<file path="src/rtl/adc_sek_pkg.sv">
// Shared types and helpers for the time-shared ADC sequencer (adc_sekvencer).

package adc_sek_pkg;

  localparam int unsigned ADC_W = 12;

  typedef enum logic [1:0] {
    IDLE,
    START,
    WAIT,
    DONE
  } state_e;

  // Counter/index width for a range of n values, never narrower than one bit.
  function automatic int unsigned ch_w(input int unsigned n);
    return (n <= 32'd1) ? 32'd1 : 32'($clog2(n));
  endfunction

  function automatic logic [ADC_W-1:0] rectify(input logic [ADC_W-1:0] x,
                                               input logic [ADC_W-1:0] off);
    return (x >= off) ? x - off : off - x;
  endfunction

endpackage

</file>
<file path="src/rtl/vrsni_detektor.sv">
// Per-channel peak hold: the first sample after a window restart loads directly.

module vrsni_detektor
  import adc_sek_pkg::*;
(
  input  logic             clk,
  input  logic             rst_n,
  input  logic             load,
  input  logic             restart,
  input  logic [ADC_W-1:0] d,
  output logic [ADC_W-1:0] peak
);

  logic [ADC_W-1:0] peak_q, peak_d;
  logic             first_q, first_d;

  always_comb begin
    peak_d  = peak_q;
    first_d = first_q;
    if (load) begin
      peak_d  = (first_q || (d > peak_q)) ? d : peak_q;
      first_d = 1'b0;
    end else if (restart) begin
      first_d = 1'b1;
    end
  end

  always_ff @(posedge clk or negedge rst_n) begin
    if (!rst_n) begin
      peak_q  <= '0;
      first_q <= 1'b1;
    end else begin
      peak_q  <= peak_d;
      first_q <= first_d;
    end
  end

  assign peak = peak_q;

endmodule

</file>
<file path="src/rtl/adc_sekvencer.sv">
// Round-robin ADC scheduler with rectified per-channel peak publishing.
// Optional WAIT timeout with sticky error flag: define ADC_SEK_TIMEOUT_EN.

module adc_sekvencer
  import adc_sek_pkg::*;
#(
  parameter int unsigned      NCH     = 2,
  parameter int unsigned      PERIOD  = 1000,
  parameter int unsigned      WINDOW  = 64,
  parameter logic [ADC_W-1:0] OFFSET  = 12'd1900,
  parameter int unsigned      TIMEOUT = 200,
  localparam int unsigned     CH_W    = ch_w(NCH)
) (
  input  logic             clk,
  input  logic             rst_n,
  input  logic             en,
  output logic             adc_start,
  output logic [CH_W-1:0]  adc_kanal,
  input  logic             adc_done,
  input  logic [ADC_W-1:0] adc_podatak,
  output logic [ADC_W-1:0] vrednost,
  output logic [CH_W-1:0]  vrednost_kanal,
  output logic             vrednost_valid,
  output logic             greska,
  input  logic             greska_clr
);

  localparam int unsigned     P_W     = ch_w(PERIOD);
  localparam int unsigned     W_W     = ch_w(WINDOW);
  localparam logic [P_W-1:0]  P_LAST  = P_W'(PERIOD - 1);
  localparam logic [W_W-1:0]  W_LAST  = W_W'(WINDOW - 1);
  localparam logic [CH_W-1:0] CH_LAST = CH_W'(NCH - 1);

  state_e           state_q, state_d;
  logic [P_W-1:0]   tick_q, tick_d;
  logic [W_W-1:0]   win_q, win_d;
  logic [CH_W-1:0]  ch_q, ch_d;
  logic [ADC_W-1:0] vred_q, vred_d;
  logic [CH_W-1:0]  vk_q, vk_d;
  logic             tick, tmo, sample_ld, publish;
  logic [ADC_W-1:0] d, peak_sel;
  logic [ADC_W-1:0] peak [NCH];

  assign d = rectify(adc_podatak, OFFSET);

  // Slot timer free-runs while enabled; ticks that land outside IDLE are lost.
  always_comb begin
    tick   = en && (tick_q == P_LAST);
    tick_d = (!en || tick) ? '0 : tick_q + P_W'(1);
  end

  always_comb begin
    state_d   = state_q;
    adc_start = 1'b0;
    sample_ld = 1'b0;
    unique case (state_q)
      IDLE:  if (tick) state_d = START;
      START: begin
        adc_start = 1'b1;
        state_d   = WAIT;
      end
      WAIT: begin
        if (adc_done) begin
          sample_ld = 1'b1;
          state_d   = DONE;
        end else if (tmo) begin
          state_d = DONE;
        end
      end
      DONE:    state_d = IDLE;
      default: state_d = IDLE;
    endcase
  end

  assign publish = (state_q == DONE) && (win_q == W_LAST);

  always_comb begin
    ch_d   = ch_q;
    win_d  = win_q;
    vred_d = vred_q;
    vk_d   = vk_q;
    if (state_q == DONE) begin
      if (ch_q == CH_LAST) begin
        ch_d  = '0;
        win_d = (win_q == W_LAST) ? '0 : win_q + W_W'(1);
      end else begin
        ch_d = ch_q + CH_W'(1);
      end
    end
    if (publish) begin
      vred_d = peak_sel;
      vk_d   = ch_q;
    end
  end

  always_ff @(posedge clk or negedge rst_n) begin
    if (!rst_n) begin
      state_q <= IDLE;
      tick_q  <= '0;
      win_q   <= '0;
      ch_q    <= '0;
      vred_q  <= '0;
      vk_q    <= '0;
    end else begin
      state_q <= state_d;
      tick_q  <= tick_d;
      win_q   <= win_d;
      ch_q    <= ch_d;
      vred_q  <= vred_d;
      vk_q    <= vk_d;
    end
  end

`ifdef ADC_SEK_TIMEOUT_EN
  localparam int unsigned    T_W    = ch_w(TIMEOUT);
  localparam logic [T_W-1:0] T_LAST = T_W'(TIMEOUT - 1);

  logic [T_W-1:0] wait_q, wait_d;
  logic           greska_q, greska_d;

  // A timed-out conversion still counts as a sample so windows keep cadence.
  always_comb begin
    tmo      = (state_q == WAIT) && !adc_done && (wait_q == T_LAST);
    wait_d   = (state_q == WAIT) ? wait_q + T_W'(1) : '0;
    greska_d = tmo ? 1'b1 : (greska_clr ? 1'b0 : greska_q);
  end

  always_ff @(posedge clk or negedge rst_n) begin
    if (!rst_n) begin
      wait_q   <= '0;
      greska_q <= 1'b0;
    end else begin
      wait_q   <= wait_d;
      greska_q <= greska_d;
    end
  end

  assign greska = greska_q;
`else
  logic unused_clr;
  assign tmo        = 1'b0;
  assign greska     = 1'b0;
  assign unused_clr = greska_clr | (TIMEOUT == 0);
`endif

  for (genvar i = 0; i < NCH; i++) begin : g_det
    vrsni_detektor u_det (
      .clk     (clk),
      .rst_n   (rst_n),
      .load    (sample_ld && (ch_q == CH_W'(i))),
      .restart (publish && (ch_q == CH_W'(i))),
      .d       (d),
      .peak    (peak[i])
    );
  end

  assign peak_sel = peak[ch_q];

  // The fresh peak is shown in the strobe cycle itself, then held.
  assign adc_kanal      = ch_q;
  assign vrednost_valid = publish;
  assign vrednost       = publish ? peak_sel : vred_q;
  assign vrednost_kanal = publish ? ch_q : vk_q;

endmodule

</file>
<file path="config.mk">
export PLATFORM = sky130hd
export DESIGN_NAME = adc_sekvencer
export DESIGN_NICKNAME = d
export VERILOG_FILES = /design/src/rtl/adc_sek_pkg.sv /design/src/rtl/vrsni_detektor.sv /design/src/rtl/adc_sekvencer.sv
export SDC_FILE = /design/constraint.sdc
export NUM_CORES = 1
export LEC_CHECK = 0
export CAP_MARGIN = 20
export CORE_MARGIN = 4
export CORE_UTILIZATION = 30
export CTS_BUF_LIST = sky130_fd_sc_hd__clkbuf_16
export DETAILED_ROUTE_END_ITERATION = 8
export GPL_TIMING_DRIVEN = 0
export PLACE_DENSITY = 0.46
export REMOVE_ABC_BUFFERS = 1
export SYNTH_ARGS = -nofsm -noshare
export SYNTH_HDL_FRONTEND = slang
export SYNTH_SLANG_ARGS = --single-unit
</file>
<file path="constraint.sdc">
create_clock -name clk -period 3.4 [get_ports clk]
set_clock_uncertainty 0.15 [all_clocks]
set_input_delay 0.68 -clock clk [delete_from_list [all_inputs] [get_ports clk]]
set_output_delay 0.68 -clock clk [all_outputs]
set_load 0.01 [all_outputs]
</file>
# Yosys cells after proc, flatten, opt, wreduce, memory -nomap -nowiden

Index checks and enable logic that the tools add are counted.

Add/sub/neg operators: 5
Order comparisons: 4
Eq/ne operators: 7
Multiplexer cells: 19
Bitwise gates (word level): 2
Reduce and logical (&&, ||, !) cells: 17

Operators by type and width:

| operator                 | number |
|---|---|
| $mux W12                 | 5 |
| $gt A12 B12 Y1           | 2 |
| $ge A12 B11 Y1 const B   | 1 |
| $sub A11 B12 Y12 const A | 1 |
| $sub A12 B11 Y12 const B | 1 |
| $add A10 B1 Y10 const B  | 1 |
| $eq A10 B10 Y1 const B   | 1 |
| $mux W10                 | 1 |
| $mux W1                  | 9 |
| $pmux W2 S4              | 1 |
| $reduce_and A2 Y1        | 4 |
| $add A6 B1 Y6 const B    | 1 |
| $eq A6 B6 Y1 const B     | 1 |
| $logic_and A1 B1 Y1      | 6 |
| $mux W6                  | 1 |
| $eq A2 B2 Y1 const B     | 2 |
| $mux W2                  | 2 |
| $ne A2 B2 Y1 const B     | 2 |
| $reduce_bool A2 Y1       | 2 |
| $logic_or A1 B1 Y1       | 3 |
| $eq A2 B1 Y1 const B     | 1 |
| $ge A2 B2 Y1 const B     | 1 |
| $logic_not A2 Y1         | 1 |
| $not A1 Y2               | 1 |
| other kinds (3)          | 3 |

Register bits: 58
Input port bits: 17
Logic and storage cells: 64

# Depth between registers and ports, before layout

Gate-level depths: netlist of run 1.

Word-level depth: 5
Gate-level depth with buffers: 15
Depth with buffers taken out: 13

# By module

From an unflattened synthesis of run 1, not the netlist that was laid out.

Cells, all modules: 443
Area total of the unflattened synthesis: 4190.3 µm²

By module, submodules not included:

| module         | instances | cells each | area each (µm²) |
|---|---|---|---|
| vrsni_detektor | 2         | 115        | 1109.8 |
| adc_sekvencer  | 1         | 213        | 1970.6 |

# Worst setup path after synthesis of run 1

Ideal clock, no wire load.

Path type: input-to-reg
Start: input port adc_podatak[2]
End: register g_det[1].u_det.peak_q[0]
Library setup time: 0.125 ns
Arrival: 3.355 ns
Data required time: 3.125 ns
Slack: -0.230 ns
Stages on the path: 13
Buffers on the path: 1
Path through: ha_1 -> o211ai_2 -> and2b_1 -> inv_1 -> a22o_1 -> a211oi_2 -> ha_1 -> a21oi_1 -> nor2b_1 -> a2111o_1 -> o21ai_2 -> buf_4 -> mux2_2

Word-level cells in the longest chain between the ends: 5
Elaborated cells on any way between the ends: 7

RTL lines:

| what                                           | line                 | text |
|---|---|---|
| start, declared                                | adc_sekvencer.sv:20  | `input logic [ADC_W-1:0] adc_podatak,` |
| $sub A11 B12 Y12, or another cell as far along | adc_sek_pkg.sv:21    | `return (x >= off) ? x - off : off - x;` |
| $mux W12 (*)                                   | adc_sek_pkg.sv:21    |  |
| via d[10]                                      | adc_sekvencer.sv:41  | `logic [ADC_W-1:0] d, peak_sel;` |
| $gt A12 B12 Y1 (*)                             | vrsni_detektor.sv:21 | `peak_d = (first_q \|\| (d > peak_q)) ? d : peak_q;` |
| $logic_or A1 B1 Y1 (*)                         | vrsni_detektor.sv:21 |  |
| $reduce_and A2 Y1 (no source line) (*)         | --                   |  |
| end signal, assigned                           | vrsni_detektor.sv:33 | `peak_q <= peak_d;` |
| end, declared                                  | vrsni_detektor.sv:14 | `logic [ADC_W-1:0] peak_q, peak_d;` |

Mark *: on every way through the listed nets, which the timed path passes. The rest lies on a longest branch.
A chain may end at the register's enable or synchronous reset.

# Final worst setup path of run 1

Start: input port adc_podatak[3]
End: register g_det[0].u_det.peak_q[9]

Word-level cells in the longest chain between the ends: 5
Elaborated cells on any way between the ends: 7

RTL lines:

| what                               | line |
|---|---|
| $ge A12 B11 Y1                     | adc_sek_pkg.sv:21 |
| $mux W12                           | adc_sek_pkg.sv:21 |
| via d[1]                           | adc_sekvencer.sv:41 |
| $gt A12 B12 Y1                     | vrsni_detektor.sv:21 |
| $logic_or A1 B1 Y1                 | vrsni_detektor.sv:21 |
| $reduce_and A2 Y1 (no source line) | -- |
| end signal, assigned               | vrsni_detektor.sv:33 |
| end, declared                      | vrsni_detektor.sv:14 |

The timed path passes the listed nets, and every way through them passes these cells.

==> run metrics, run 1 <==
storage element area 1458 µm²; mux share of post-synthesis cell area 9.652%; Core Region 11470 µm²; largest net degree at the start of global routing 37; Ports 34; antenna violations before repair 0; htree depth 3; PwrDens 400.6 nW/µm²; fmax 0.2889 GHz; synthesized area 3526 µm²; maximum vdd drop 0.2038 mV; Port Buf Inserts 31; first-pass GRT wire length 14480 µm; Seq cells post-synth 58; Synth Area in Compound Gates 14.90%; Avg WL per Cell 15.81 µm; synth top area cells dfrtp_1 40%, ha_1 12%, mux2_2 5.1%; minimum clock period 3.461 ns; Comb pwr share 15.7%; Rel. slew slack 42.46%; Antenna Cells 0; Final ANT Viol Nets 0; gpl congestion 0.8232; # DRC 0; Synth Area in Simple Gates 12.53%; Startpoint Class input pin; CTS tree yes; leak pwr 2.193 nW; Hold Slack 0.3080 ns; register share of total power 35.6%; slew at the pin closest to its max-slew limit 0.8632 ns; Yosys top cell by area dfrtp_1; setup TNS -0.4412 ns; Worst Setup SP adc_podatak[3]; share of cells above drive strength 1 31.13%; Crit Path Category input pin to register; clock buffer count from CTS 9; hpwl dp 5681 µm; Post-synth ARST share 100.0%; Clk pwr share 48.7%; Pins Over Slew Limit 0; all-layer global routing usage 13.77%; worst-skew pair later-pin latency 0.33 ns; cell family with most CP delay compound AO/OA/AOI/OAI gates; num rows 39; setup ws final -0.06140 ns; EDFF count, synth 0; area occupied by multi-input gates 2263 µm²; Synth top area share 39.74%; Final nets 453; Worst Reg-to-Reg Cells 9; worst-path cell chain buf_12 -> ha_4 -> o211ai_4 -> a21oi_4 -> buf_12 -> buf_12 -> mux2_4 -> ha_4 -> nor2b_1 -> o211ai_1 -> a21o_1 -> a21oi_2 -> buf_4 -> o41a_4 -> mux2_4; Worst Path Max Fanout 11; NetSw 487.2 µW; setup violators final 20; Hold-fix buffers, CTS 0; Post-synth top cells 56 x dfrtp_1, 33 x ha_1, 32 x inv_1; failing checks negative setup slack; R2R setup slack 0.95 ns; Hold Path Class register to register; Synth Flop Type dfrtp_1; Worst EP required 3.46 ns; Synth Instances 348; vias in the first global route 2852; fraction of synthesized cell area in xor and xnor cells 4.471%; Starting Density 30.75%; largest family of logic cells by synthesized area compound AO/OA/AOI/OAI gates; vias per inst 5.029; crit share post-route 101.8%; die area 13550 µm²; CP arrival 3.52 ns; remaining global-route overflow 0; reg2reg end g_det[0].u_det.peak[9]; Area growth, synth to finish 38.29%; CTS Root Cell clkbuf_16; via count 2771; internal power 1.466 mW; Most common cell on crit path buf_12; Reg-to-Reg Start g_det[0].u_det.peak[5]; clk sinks 58; Initial DRC Count 78; Stages on worst setup path 15; Worst Setup EP g_det[0].u_det.peak[9]; DP Cell Count 512; drt pass-1 iters 4; routed wire length 8714 µm; status finished, violations left; Sw Share 24.94%; Synth Area in Adders 11.71%; Max clock buf depth 2; synth unique cells 52; maxcap violations 0; FILL cells 1078; CP Capture Type register; RSZ-0062 raised after global routing true; cell with the most instances after synthesis dfrtp_1; clk slew on worst S/H paths 0.05 ns; critical path's largest stage delay 0.42 ns; YS warnings 0; syn_area_per_cell 10.13 µm²; Layout Cells excl Fill 551; Worst Path Buf+Inv 4; Die Width 116.4 µm; sequential area share after synthesis 41.23%; slowest cell on the critical path o41a_4; Final Hold Viols 0; Die H 116.4 µm
## metrics by stage
stage          utilization, %  setup slack [ns]  instance area (µm²)  total power [mW]
6_report                42.52          -0.06140                 4876             1.953
5_1_grt                 42.52           -0.1785                 4876             2.042
4_1_cts                 41.80          -0.07635                 4793             1.967
3_5_place_dp            34.68            -1.754                 3976            0.9287
3_3_place_gp            34.40            -1.759                 3945            0.9245
2_1_floorplan               -           -0.3260                 3456            0.8431
## layout make-up
cell class / instances / share of cell area (%)
sequential: 58 / 29.89
tap: 143 / 3.669
timing repair buffer: 54 / 11.19
multi-input combinational: 248 / 46.42
inverter: 32 / 2.463
clock inverter: 7 / 1.745
clock buffer: 9 / 4.619
## timing repair
item / 4_1_cts / 5_1_grt
endpoints found under the setup margin: 37 / 36
pin swaps: 21 / 7
gates cloned: 1 / 1
setup buffers: 20 / 3
resized for setup: 113 / 15
## power groups by stage
stage | logic, mW | registers (mW) | clock network, mW
5_1_grt | 0.344 | 0.696 | 1.00
4_1_cts | 0.301 | 0.696 | 0.971
6_report | 0.306 | 0.696 | 0.951
3_5_place_dp | 0.221 | 0.708 | 0
2_1_floorplan | 0.136 | 0.707 | 0
3_3_place_gp | 0.217 | 0.708 | 0
## placed cells by master (no fill, tap or decap), drive strengths merged, types with 12 or more instances in the layout
cell / Yosys / final
a21oi: 21 / 21
a221o: 12 / 12
buf: 9 / 29
clkdlybuf4s50: 0 / 18
dfrtp: 56 / 56
ha: 33 / 33
inv: 32 / 33
mux2: 26 / 26
nand2: 21 / 22
nor2: 22 / 22
nor3: 16 / 16
o21ai: 20 / 20
## kinds of logic (layout without fill, tap and decap cells)
group | Yosys count | in the layout
adders and majority gates | 33 | 33
buffers and inverters | 44 | 102
and+or+nand+nor | 92 | 93
AOI/OAI and AO/OA | 75 | 76
xor gates and xnor gates | 18 | 18
muxes | 27 | 27
DFF | 58 | 58
other | 1 | 1
## metal layers
metal	global-route usage (%)	share of wire, %	up-vias	routed length [µm]
met4	5.336	2.1	0	185
met3	2.487	2.3	11	203
met5	0	0	-	0
met1	18.98	49	1365	4248
li1	-	-	1354	-
met2	21.55	47	41	4076
## worst min-delay path by stage
| stage | start | to | slack, ns | cells after the start |
|---|---|---|---|---|
| 6_report | tick_q[0] | tick_q[0] | 0.31 | 1 |
| 5_1_grt | tick_q[0] | tick_q[0] | 0.33 | 1 |
| 4_1_cts | tick_q[0] | tick_q[0] | 0.31 | 1 |
| 3_5_place_dp | tick_q[0] | tick_q[0] | 0.31 | 1 |
| 3_3_place_gp | tick_q[0] | tick_q[0] | 0.30 | 1 |
| 2_1_floorplan | rst_n | adc_kanal | 0.23 | 0 |
## state kept, by name (all words and copies together), names as in the netlist
| register | cells |
|---|---|
| state_q | 2 |
| win_q | 6 |
| g_det.u_det.first_q | 2 |
| adc_kanal | 1 |
| tick_q | 10 |
| vk_q | 1 |
| vred_q | 12 |
| g_det.u_det.peak | 24 |
## worst reg2reg max path, cell delays in order, from the launching register on
cell and delay [ns]:
dfrtp_1 0.35, inv_1 0.06, ha_1 0.30, a21o_1 0.16, a21o_1 0.18, a21oi_2 0.17
a21oi_2 0.09, buf_4 0.14, o41a_4 0.42, mux2_4 0.32
(Power assumes the default switching activity.)
==> run 2, diff against run 1 <==
--- a/config.mk
+++ b/config.mk
@@ -6,13 +6,14 @@
 export NUM_CORES = 1
 export LEC_CHECK = 0
 export CAP_MARGIN = 20
-export CORE_MARGIN = 4
+export CORE_MARGIN = 5
 export CORE_UTILIZATION = 30
 export CTS_BUF_LIST = sky130_fd_sc_hd__clkbuf_16
 export DETAILED_ROUTE_END_ITERATION = 8
 export GPL_TIMING_DRIVEN = 0
 export PLACE_DENSITY = 0.46
 export REMOVE_ABC_BUFFERS = 1
+export SKIP_CTS_REPAIR_TIMING = 1
 export SYNTH_ARGS = -nofsm -noshare
 export SYNTH_HDL_FRONTEND = slang
 export SYNTH_SLANG_ARGS = --single-unit
==> run 2 against run 1 <==
Against the previous run: the flow still finishes with violations (negative setup slack); largest power group unchanged; final area about the same; routed wire length increased by 2.2%; critical path depth decreased by 2; critical endpoint is now g_det[0].u_det.peak[10].
==> run metrics, run 2 (same netlist as run 1, synthesis figures left out) <==
Worst Path Buf+Inv 3 (-1); Avg WL per Cell 16.17 µm (+2.2%); CTS tree yes; most frequent cells in the layout 55 x dfrtp_1, 31 x inv_1, 27 x ha_1; via count 2769 (-0.072%); maxcap violations 0 (unchanged); CP Capture Type register; most common cell after layout, fill and taps aside dfrtp_1; critical path's largest stage delay 0.51 ns (+0.09 ns); Crit Path Category input pin to register; Final nets 453 (unchanged); Area growth, synth to finish 38.22% (about the same); Core Region 11470 µm² (unchanged); status finished, violations left; Sw Share 24.47% (-0.47 points); die area 14020 µm² (+3.5%); worst-skew pair later-pin latency 0.33 ns (about the same); CTS Root Cell clkbuf_16; Starting Density 30.75% (unchanged); Die Width 118.4 µm (+1.7%); cell family with most CP delay compound AO/OA/AOI/OAI gates; all-layer global routing usage 12.21% (-1.6 points); slew at the pin closest to its max-slew limit 0.7539 ns (-0.1092 ns); RSZ-0062 raised after global routing true; Worst Path Max Fanout 9 (-2); Pins Over Slew Limit 0 (unchanged); Tot Pwr 2.031 mW (+4.0%); Final Hold Viols 0 (unchanged); vias per inst 5.025 (about the same); CP arrival 3.72 ns (+0.20 ns); clk slew on worst S/H paths 0.05 ns (about the same); fmax 0.2731 GHz (-5.5%); Startpoint Class input pin; Port Buf Inserts 31 (unchanged); Rel. slew slack 49.74% (+7.3 points); maximum vdd drop 0.1702 mV (-16%); routed wire length 8908 µm (+2.2%); Comb pwr share 14.9% (-0.8 points); Die H 118.4 µm (+1.7%); largest net degree at the start of global routing 59 (+59%); internal power 1.534 mW (+4.6%); Final ANT Viol Nets 0 (unchanged); htree depth 3 (unchanged); hpwl dp 5608 µm (-1.3%); setup violators final 24 (+20%); share of cells above drive strength 1 30.15% (-0.98 points); clk sinks 58 (unchanged); clock buffer count from CTS 9 (unchanged); setup ws final -0.2611 ns (-0.1997 ns); Clk pwr share 50.9% (+2.2 points); antenna violations before repair 0 (unchanged); slowest cell on the critical path o41a_2; drt pass-1 iters 4 (unchanged); max FFs per register 24 (unchanged); minimum clock period 3.661 ns (+0.1997 ns); Initial DRC Count 48 (-38%); num rows 39 (unchanged); Max clock buf depth 2 (unchanged); Antenna Cells 0 (unchanged); Worst EP required 3.46 ns (about the same); setup TNS -4.843 ns (-4.401 ns); failing checks negative setup slack; worst-path cell chain buf_2 -> a21oi_2 -> nor2_1 -> o21ai_0 -> mux2i_2 -> xor2_2 -> buf_4 -> ha_1 -> a21oi_1 -> o21ai_2 -> o41a_2 -> buf_12 -> mux2_4; Ports 34 (unchanged); first-pass GRT wire length 13920 µm (-3.9%); leak pwr 2.238 nW (+2.1%); Hold Path Class input pin to asynchronous set/reset pin; # DRC 0 (unchanged); NetSw 497.0 µW (+2.0%); vias in the first global route 2786 (-2.3%); PwrDens 416.7 nW/µm² (+4.0%); gpl congestion 0.8207 (-0.30%); crit share post-route 107.7% (+5.9 points); register share of total power 34.3% (-1.3 points); remaining global-route overflow 0 (unchanged)
run 2: cell count changes in the layout (fill, tap and decap cells not counted), moves of 2 or more:
cell	previous run	this run
nor2_2	2	0
clkbuf_2	0	6
buf_12	6	4
clkdlybuf4s15_2	5	0
buf_2	4	1
mux2_4	23	25
dlymetal6s2s_1	0	4
mux2_2	3	1
run 2: path summary, 6_finish.rpt:
| kind | from | to | slack (ns) | cells past startpoint |
|---|---|---|---|---|
| worst max-delay path | adc_podatak[4] | g_det[0].u_det.peak[10] | -0.26 | 13 |
| worst min-delay path | rst_n | vred_q[10] | 0.27 | 1 |
| worst max register to register | g_det[0].u_det.peak[5] | g_det[0].u_det.peak[3] | 0.93 | 8 |
| worst min register to register | tick_q[0] | tick_q[0] | 0.31 | 1 |
| max in group asynchronous | rst_n | adc_kanal | 2.27 | 1 |
| min in group clk | tick_q[0] | tick_q[0] | 0.31 | 1 |
run 2: layout make-up:
| type | count | area, µm² |
|---|---|---|
| Fill cell | 1052 | 6594 |
| Multi-Input combinational cell | 248 | 2248 |
| Sequential cell | 58 | 1458 |
| Timing Repair Buffer | 54 | 533.0 |
| Clock buffer | 9 | 225.2 |
| Tap cell | 143 | 178.9 |
| Inverter | 32 | 120.1 |
| Clock inverter | 7 | 110.1 |
run 2: stage by stage:
step	instances	setup WS, ns	hold WS [ns]	util (%)	area, µm²
6_report	551	-0.2611	0.2705	42.50	4873
5_1_grt	551	-0.3296	0.3419	42.50	4873
4_1_cts	527	-1.432	0.3097	37.45	4294
3_5_place_dp	511	-1.770	0.3067	34.52	3959
3_3_place_gp	510	-1.752	0.3001	34.40	3945
2_1_floorplan	336	-0.3260	0.2344	-	3456
run 2: power groups by stage:
stage / clock, mW / combinational (mW) / sequential (mW)
floorplan: 0 / 0.136 / 0.707
global placement: 0 / 0.217 / 0.708
detailed placement: 0 / 0.218 / 0.708
CTS: 1.05 / 0.220 / 0.696
global route: 1.08 / 0.337 / 0.696
finish: 1.03 / 0.302 / 0.696
run 2: layer usage:
metal | wire length (µm) | up-vias | track usage [%]
met5 | 0 | - | 0
met4 | 286 | 0 | 6.237
met3 | 168 | 21 | 1.910
met2 | 4186 | 40 | 19.62
met1 | 4268 | 1350 | 15.92
li1 | - | 1358 | -
run 2: worst reg2reg max path, cell delays in order, from the launching register on:
cell	delay, ns
dfrtp_1	0.37
inv_1	0.08
ha_1	0.24
a21o_1	0.16
a21o_1	0.18
a21oi_2	0.17
a21oi_2	0.10
o41a_4	0.56
mux2_4	0.33
